### config.mk
export PLATFORM = sky130hd
export DESIGN_NAME = ann_neuron_avs
export DESIGN_NICKNAME = d
export VERILOG_FILES = /design/src/rtl/ann_pkg.sv /design/src/rtl/ann_mac_unit.sv /design/src/rtl/ann_neuron_avs.sv
export SDC_FILE = /design/constraint.sdc
export NUM_CORES = 2
export LEC_CHECK = 0
export BUFFER_PORTS_ARGS = -buffer_cell sky130_fd_sc_hd__buf_2
export CORE_MARGIN = 5
export CORE_UTILIZATION = 65
export DETAILED_ROUTE_END_ITERATION = 7
export MAX_ROUTING_LAYER = met4
export PLACE_DENSITY = 0.82
export SYNTH_ARGS = -nofsm -noshare
export SYNTH_HDL_FRONTEND = slang
export SYNTH_HIERARCHICAL = 1
export SYNTH_SLANG_ARGS = --single-unit
### constraint.sdc
create_clock -name clk_clk -period 11.3 [get_ports clk_clk]
set_input_delay 0.565 -clock clk_clk [delete_from_list [all_inputs] [get_ports clk_clk]]
set_output_delay 0.565 -clock clk_clk [all_outputs]
set_load 0.01 [all_outputs]
### src/rtl/ann_pkg.sv
// rtl/ann_pkg.sv - shared constants, register map and FSM state type for the neuron accelerator
package ann_pkg;

  localparam int DATA_W    = 16;
  localparam int ACC_W     = 36;
  localparam int DEPTH     = 16;
  localparam int FRAC_BITS = 8;

  localparam logic [5:0] ADDR_CTRL   = 6'd0;
  localparam logic [5:0] ADDR_STATUS = 6'd1;
  localparam logic [5:0] ADDR_LEN    = 6'd2;
  localparam logic [5:0] ADDR_BIAS   = 6'd3;
  localparam logic [5:0] ADDR_RESULT = 6'd4;
  localparam logic [5:0] ADDR_X_BASE = 6'd16;
  localparam logic [5:0] ADDR_W_BASE = 6'd32;

  typedef enum logic [1:0] {
    IDLE,
    MAC,
    FIN
  } neuron_state_t;

endpackage

### src/rtl/ann_mac_unit.sv
// rtl/ann_mac_unit.sv - signed Q8.8 multiply-accumulate with Q20.16 accumulator, saturation and ReLU
module ann_mac_unit #(
  parameter int DATA_W = ann_pkg::DATA_W,
  parameter int ACC_W  = ann_pkg::ACC_W
) (
  input  logic                     clk,
  input  logic                     rst_n,
  input  logic                     load,
  input  logic signed [DATA_W-1:0] bias,
  input  logic                     step,
  input  logic signed [DATA_W-1:0] x,
  input  logic signed [DATA_W-1:0] w,
  input  logic                     relu_en,
  output logic signed [DATA_W-1:0] result
);
  import ann_pkg::FRAC_BITS;

  localparam int R_W = ACC_W - FRAC_BITS;
  localparam logic signed [R_W-1:0] SAT_MAX = R_W'((1 << (DATA_W - 1)) - 1);
  localparam logic signed [R_W-1:0] SAT_MIN = R_W'(-(1 << (DATA_W - 1)));

  logic signed [ACC_W-1:0]    acc;
  logic signed [2*DATA_W-1:0] product;
  logic signed [R_W-1:0]      shifted;
  logic signed [DATA_W-1:0]   sat;
  logic                       unused_frac;

  assign product     = x * w;
  // Dropping the fraction bits is an arithmetic shift that truncates toward minus infinity.
  assign shifted     = acc[ACC_W-1:FRAC_BITS];
  assign unused_frac = ^acc[FRAC_BITS-1:0];

  // Accumulator: bias preload (aligned to Q.16) on start, one product per MAC step.
  always_ff @(posedge clk or negedge rst_n) begin
    if (!rst_n) begin
      acc <= '0;
    end else if (load) begin
      acc <= {{(ACC_W-DATA_W){bias[DATA_W-1]}}, bias} << FRAC_BITS;
    end else if (step) begin
      acc <= acc + {{(ACC_W-2*DATA_W){product[2*DATA_W-1]}}, product};
    end
  end

  // Clamp to the Q8.8 range, then optionally clip negatives to zero.
  always_comb begin
    sat = shifted[DATA_W-1:0];
    if (shifted > SAT_MAX) begin
      sat = SAT_MAX[DATA_W-1:0];
    end else if (shifted < SAT_MIN) begin
      sat = SAT_MIN[DATA_W-1:0];
    end
    result = (relu_en && sat[DATA_W-1]) ? '0 : sat;
  end

endmodule

### src/rtl/ann_neuron_avs.sv
// rtl/ann_neuron_avs.sv - Avalon-MM single-neuron accelerator: register file, operand buffers, sequencing FSM
module ann_neuron_avs #(
  parameter int DEPTH  = ann_pkg::DEPTH,
  parameter int DATA_W = ann_pkg::DATA_W,
  parameter int ACC_W  = ann_pkg::ACC_W
) (
  input  logic        clk_clk,
  input  logic        reset_reset_n,
  input  logic [5:0]  avs_address,
  input  logic        avs_write,
  input  logic [31:0] avs_writedata,
  input  logic        avs_read,
  output logic [31:0] avs_readdata,
  output logic        irq
);
  import ann_pkg::*;

  localparam int IDX_W = $clog2(DEPTH);

  neuron_state_t            state;
  logic                     busy;
  logic                     done;
  logic                     relu_en;
  logic                     irq_en;
  logic [4:0]               len;
  logic signed [DATA_W-1:0] bias;
  logic signed [DATA_W-1:0] result;
  logic signed [DATA_W-1:0] x_mem [DEPTH];
  logic signed [DATA_W-1:0] w_mem [DEPTH];
  logic [IDX_W-1:0]         idx;

  logic                     buf_hit;
  logic                     x_sel;
  logic                     w_sel;
  logic [IDX_W-1:0]         buf_ptr;
  logic                     start_acc;
  logic                     status_w1c;
  logic signed [DATA_W-1:0] mac_result;
  logic [31:0]              rd_mux;
  logic                     unused_wdata;

  assign x_sel        = (avs_address[5:4] == ADDR_X_BASE[5:4]);
  assign w_sel        = (avs_address[5:4] == ADDR_W_BASE[5:4]);
  assign buf_hit      = ({1'b0, avs_address[3:0]} < 5'(DEPTH));
  assign buf_ptr      = avs_address[IDX_W-1:0];
  assign start_acc    = avs_write && (avs_address == ADDR_CTRL) && avs_writedata[0] && (state == IDLE);
  assign status_w1c   = avs_write && (avs_address == ADDR_STATUS) && avs_writedata[1];
  assign irq          = done & irq_en;
  assign unused_wdata = ^avs_writedata[31:DATA_W];

  ann_mac_unit #(
    .DATA_W (DATA_W),
    .ACC_W  (ACC_W)
  ) u_mac (
    .clk     (clk_clk),
    .rst_n   (reset_reset_n),
    .load    (start_acc),
    .bias    (bias),
    .step    (state == MAC),
    .x       (x_mem[idx]),
    .w       (w_mem[idx]),
    .relu_en (relu_en),
    .result  (mac_result)
  );

  // Software-writable configuration and operands; frozen while a computation runs.
  always_ff @(posedge clk_clk or negedge reset_reset_n) begin
    if (!reset_reset_n) begin
      relu_en <= 1'b0;
      irq_en  <= 1'b0;
      len     <= '0;
      bias    <= '0;
      for (int i = 0; i < DEPTH; i++) begin
        x_mem[i] <= '0;
        w_mem[i] <= '0;
      end
    end else if (avs_write && !busy) begin
      case (avs_address)
        ADDR_CTRL: begin
          relu_en <= avs_writedata[1];
          irq_en  <= avs_writedata[2];
        end
        ADDR_LEN:  len  <= (avs_writedata[4:0] > 5'(DEPTH)) ? 5'(DEPTH) : avs_writedata[4:0];
        ADDR_BIAS: bias <= avs_writedata[DATA_W-1:0];
        default: begin
          if (buf_hit && x_sel) x_mem[buf_ptr] <= avs_writedata[DATA_W-1:0];
          if (buf_hit && w_sel) w_mem[buf_ptr] <= avs_writedata[DATA_W-1:0];
        end
      endcase
    end
  end

  // Sequencer: one MAC step per cycle over LEN entries, then a single FIN cycle latches RESULT.
  always_ff @(posedge clk_clk or negedge reset_reset_n) begin
    if (!reset_reset_n) begin
      state  <= IDLE;
      busy   <= 1'b0;
      done   <= 1'b0;
      idx    <= '0;
      result <= '0;
    end else begin
      if (status_w1c) done <= 1'b0;
      case (state)
        IDLE: begin
          if (start_acc) begin
            idx   <= '0;
            busy  <= 1'b1;
            done  <= 1'b0;
            state <= (len != 5'd0) ? MAC : FIN;
          end
        end
        MAC: begin
          idx <= idx + 1'b1;
          if (5'(idx) == len - 5'd1) state <= FIN;
        end
        FIN: begin
          result <= mac_result;
          busy   <= 1'b0;
          done   <= 1'b1;
          state  <= IDLE;
        end
        default: state <= IDLE;
      endcase
    end
  end

  // Read address decode.
  always_comb begin
    rd_mux = '0;
    case (avs_address)
      ADDR_CTRL:   rd_mux = {29'd0, relu_en, irq_en, 1'b0};
      ADDR_STATUS: rd_mux = {30'd0, done, busy};
      ADDR_LEN:    rd_mux = {27'd0, len};
      ADDR_BIAS:   rd_mux = {{(32-DATA_W){1'b0}}, bias};
      ADDR_RESULT: rd_mux = {{(32-DATA_W){result[DATA_W-1]}}, result};
      default: begin
        if (buf_hit && x_sel) rd_mux = {{(32-DATA_W){1'b0}}, x_mem[buf_ptr]};
        else if (buf_hit && w_sel) rd_mux = {{(32-DATA_W){1'b0}}, w_mem[buf_ptr]};
      end
    endcase
  end

  // Read data register gives the fixed one-cycle read latency.
  always_ff @(posedge clk_clk or negedge reset_reset_n) begin
    if (!reset_reset_n) begin
      avs_readdata <= '0;
    end else if (avs_read) begin
      avs_readdata <= rd_mux;
    end
  end

endmodule
==> reports/results.md <==
| Stage | Metric | Value |
| --- | --- | --- |
| synthesis | Mean Syn Cell Area | 11.8 um2 |
| drt | Detailed-router iteration count before antenna repair | 8 |
| floorplanning | Site row count | 95 |
| synthesis | Count of unique library cells instantiated by Yosys | 86 |
| synthesis | Area fraction of the dominant cell type after synthesis | 0.347 |
| cts | CTS Buffer Depth | 3 |
| floorplanning | Starting utilization of the core area | 0.656 |
| synthesis | Number of synthesized register bits | 612 |
| global route | Via count of the first global-routing pass | 32300 |
| critical path | Master of the slowest instance on the critical path | dfrtp_4 |
| sta | RSZ-0062 raised after global routing | false |
| sta | Period minus WS final | 10.76 ns |
| flow run | Max capacitance violation total | 0 |
| sta | Clock skew after layout | 0.0292 ns |
| cts | Hold bufs inserted after CTS | 0 |
| floorplanning | Full die area | 73200 um2 |
| floorplanning | Die outline width | 271 um |
| synthesis | Cell accounting for the most synthesized area | dfrtp_1 |
| finish | Filler cell count | 4575 |
| drt | # DRC | 1 |
| critical path | CP arrival | 11.30 ns |
| synthesis | Cell area after technology mapping | 44100 um2 |
| floorplanning | Core footprint | 67300 um2 |
| cts | CTS clk-pin slew, worst paths | 0.07 ns |
| synthesis | Fraction of synthesis flops using an asynchronous set or reset pin | 1.00 |
| critical path | Nature of the critical path endpoint | register |
| critical path | Critical path's largest stage delay | 0.72 ns |
| synthesis | Share of the yosys chip area belonging to registers | 0.347 |
| synthesis | Commonest cells in the netlist | dfrtp_1, mux2_2, inv_1 |
| run status | Violations in the final reports | DRC |
| synthesis | Top area cells in the synthesized netlist | dfrtp_1, mux2_2, fa_1, mux4_2, mux2i_1 |
| finish | Share of final-layout standard cells stronger than drive strength 1 | 0.286 |
| sta | # setup viols final | 0 |
| finish | Total number of nets in the final design | 4095 |
| cts | H-tree Lvls | 2 |
| global route | Initial antenna violation count | 7 |
| floorplanning | Die height | 271 um |
| drt | Via density per instance | 6.77 |
| drt | WL/cell | 26.5 um |
| synthesis | Syn nets | 4153 |
| synthesis | Most instantiated library cell after synthesis | dfrtp_1 |
| synthesis | Primary FF master, synth | dfrtp_1 |
| sta | Part of the cycle the worst path needs | 0.952 |
| global route | Global-route wire length before repair | 190000 um |
| critical path | Reg2Reg Setup Slack | 0.54 ns |
| cts | CTS Root Buffer Type | clkbuf_16 |
| placed design | Number of input and output port buffers inserted | 58 |
| sta | Worst max-slew margin expressed relative to the limit | 0.119 |
| sta | Max Clk Rate | 93.0 MHz |
| critical path | Nature of the critical path startpoint | register |
| critical path | Dominant cell type by count on the critical path | fa_1 |
| drt | Total Routed Length | 122000 um |
| synthesis | Yosys warnings | 6 |
| placed design | Routability-driven placement congestion ratio | 0.995 |
| cts | CTS buffer count | 59 |
| drt | Number of DRC markers in iteration 0 | 3620 |
| sta | Max-slew violations | 0 |
| sta | Final setup TNS | 0 ns |
| critical path | Critical path data required time | 11.84 ns |
| floorplanning | IO Pins | 75 |
| drt | Via Count | 31100 |
| placed design | Sum of net half-perimeters after detailed placement | 82300 um |
| sta | Pin slew with the least headroom to its limit | 1.31 ns |
| cts | Clock insertion delay at the later pin of the skew report | 0.64 ns |
| cts | Number of clock sinks seen by CTS | 612 |
| run status | Run status | complete, but fails checks |
| sta | Final-report hold violation count | 0 |
| cts | Clock tree from TritonCTS | done |
| global route | Total global routing overflow | 0 |
| critical path | Worst Setup Path Type | reg -> reg |
| cts | Setup Buffers After CTS | 0 |
| global route | Pin count of the biggest net entering global routing | 161 |
| synthesis | Number of standard cells after synthesis | 3729 |
| min path | Classification of the worst-slack hold path | in -> async |
| cts | Cts repair resizes | 0 |
| critical path | Crit path max fanout | 30 |
| synthesis | Number of enable-type register cells in the synthesized netlist | 0 |
| global route | Total Routing Usage GR | 0.343 |
| finish | Syn-to-layout area delta | 6.72% |
| drt | DRT antenna net count | 0 |
## flip-flops by register name (all words and copies together) (netlist names), 2 cells and up
signal        count
w_mem           256
result           16
state             2
x_mem           256
u_mac/acc        36
avs_readdata     17
bias             16
idx               4
len               5
## area by class of cell
cell class | count | area, um2 | share of cell area
clock inverter | 22 | 269 | 0.00571
clock buffer | 86 | 1740 | 0.0369
multi-input combinational | 2503 | 26300 | 0.557
inverter | 343 | 1290 | 0.0273
tap | 873 | 1090 | 0.0232
sequential | 612 | 15300 | 0.325
antenna | 6 | 15.0 | 0.000319
timing repair buffer | 152 | 1120 | 0.0238
## layer usage
layer	up-vias	wire (um)	GRT usage	part of all wire
met5	-	0	-	0
met4	0	6720	0.157	0.055
met3	387	11700	0.0767	0.096
met2	1630	57400	0.530	0.47
met1	16100	46000	0.438	0.38
li1	13000	-	-	-
## worst paths after layout
path,startpoint,end,cells past startpoint
setup / recovery,idx[0]$_DFFE_PN0P_,u_mac/acc[35]$_DFFE_PN0P_,34
hold / removal,reset_reset_n,x_mem[111]$_DFFE_PN0P_,1
setup reg to reg,idx[0]$_DFFE_PN0P_,u_mac/acc[35]$_DFFE_PN0P_,34
hold reg to reg,bias[4]$_DFFE_PN0P_,u_mac/acc[12]$_DFFE_PN0P_,2
max in group asynchronous,reset_reset_n,w_mem[90]$_DFFE_PN0P_,3
min in group clk_clk,avs_write,done$_DFF_PN0_,3
## through the flow
| step | worst slack (ns) | util | hold WS [ns] | instances | cell area (um2) |
|---|---|---|---|---|---|
| finish | 0.544 | 0.700 | 0.00126 | 4597 | 47100 |
| global route | 0.0337 | 0.700 | 0.0949 | 4596 | 47100 |
| CTS | 0.667 | 0.700 | 0.0661 | 4591 | 47100 |
| detailed placement | 0.715 | 0.670 | 0.495 | 4483 | 45100 |
| global placement | 0.868 | 0.670 | 0.481 | 4483 | 45100 |
| floorplan | 1.95 | - | 0.269 | 3729 | 44100 |
## worst max-delay path: cells and delay by family (launching register included)
family	cells	cell delay, ns
adders and majority gates	8	3.95
AOI/OAI and AO/OA	8	1.90
xor gates and xnor gates	2	0.57
muxes	1	0.54
and+or+nand+nor	9	1.83
buffers and inverters	6	1.12
DFF	1	0.72
## cell families after synthesis
kind of cell / share of synthesized area
AO/OA/AOI/OAI: 0.0721
XOR/XNOR: 0.0130
adder cells (fa/ha/maj): 0.153
buffers and inverters: 0.0592
flip-flops: 0.347
multiplexers: 0.280
AND/OR/NAND/NOR: 0.0761
## cells in the final DEF (no fill, tap or decap), types with 24 or more instances in the layout
| cell type | count |
|---|---|
| and2_1 | 129 |
| o22ai_1 | 24 |
| ha_1 | 119 |
| mux2i_1 | 181 |
| mux4_2 | 179 |
| nor2_1 | 135 |
| a22oi_1 | 44 |
| nor3_1 | 24 |
| buf_2 | 54 |
| mux2_2 | 574 |
| xnor2_1 | 42 |
| nand2_1 | 221 |
| a21oi_1 | 84 |
| a21o_1 | 31 |
| a221oi_1 | 78 |
| clkbuf_16 | 60 |
| o21ai_0 | 72 |
| fa_1 | 263 |
| buf_4 | 88 |
| inv_1 | 342 |
| dfrtp_1 | 610 |
| nand2b_1 | 25 |
Power is left out: the tool's default activity adds up to more than one toggle a clock period on the data nets, which glitch-free logic cannot reach.
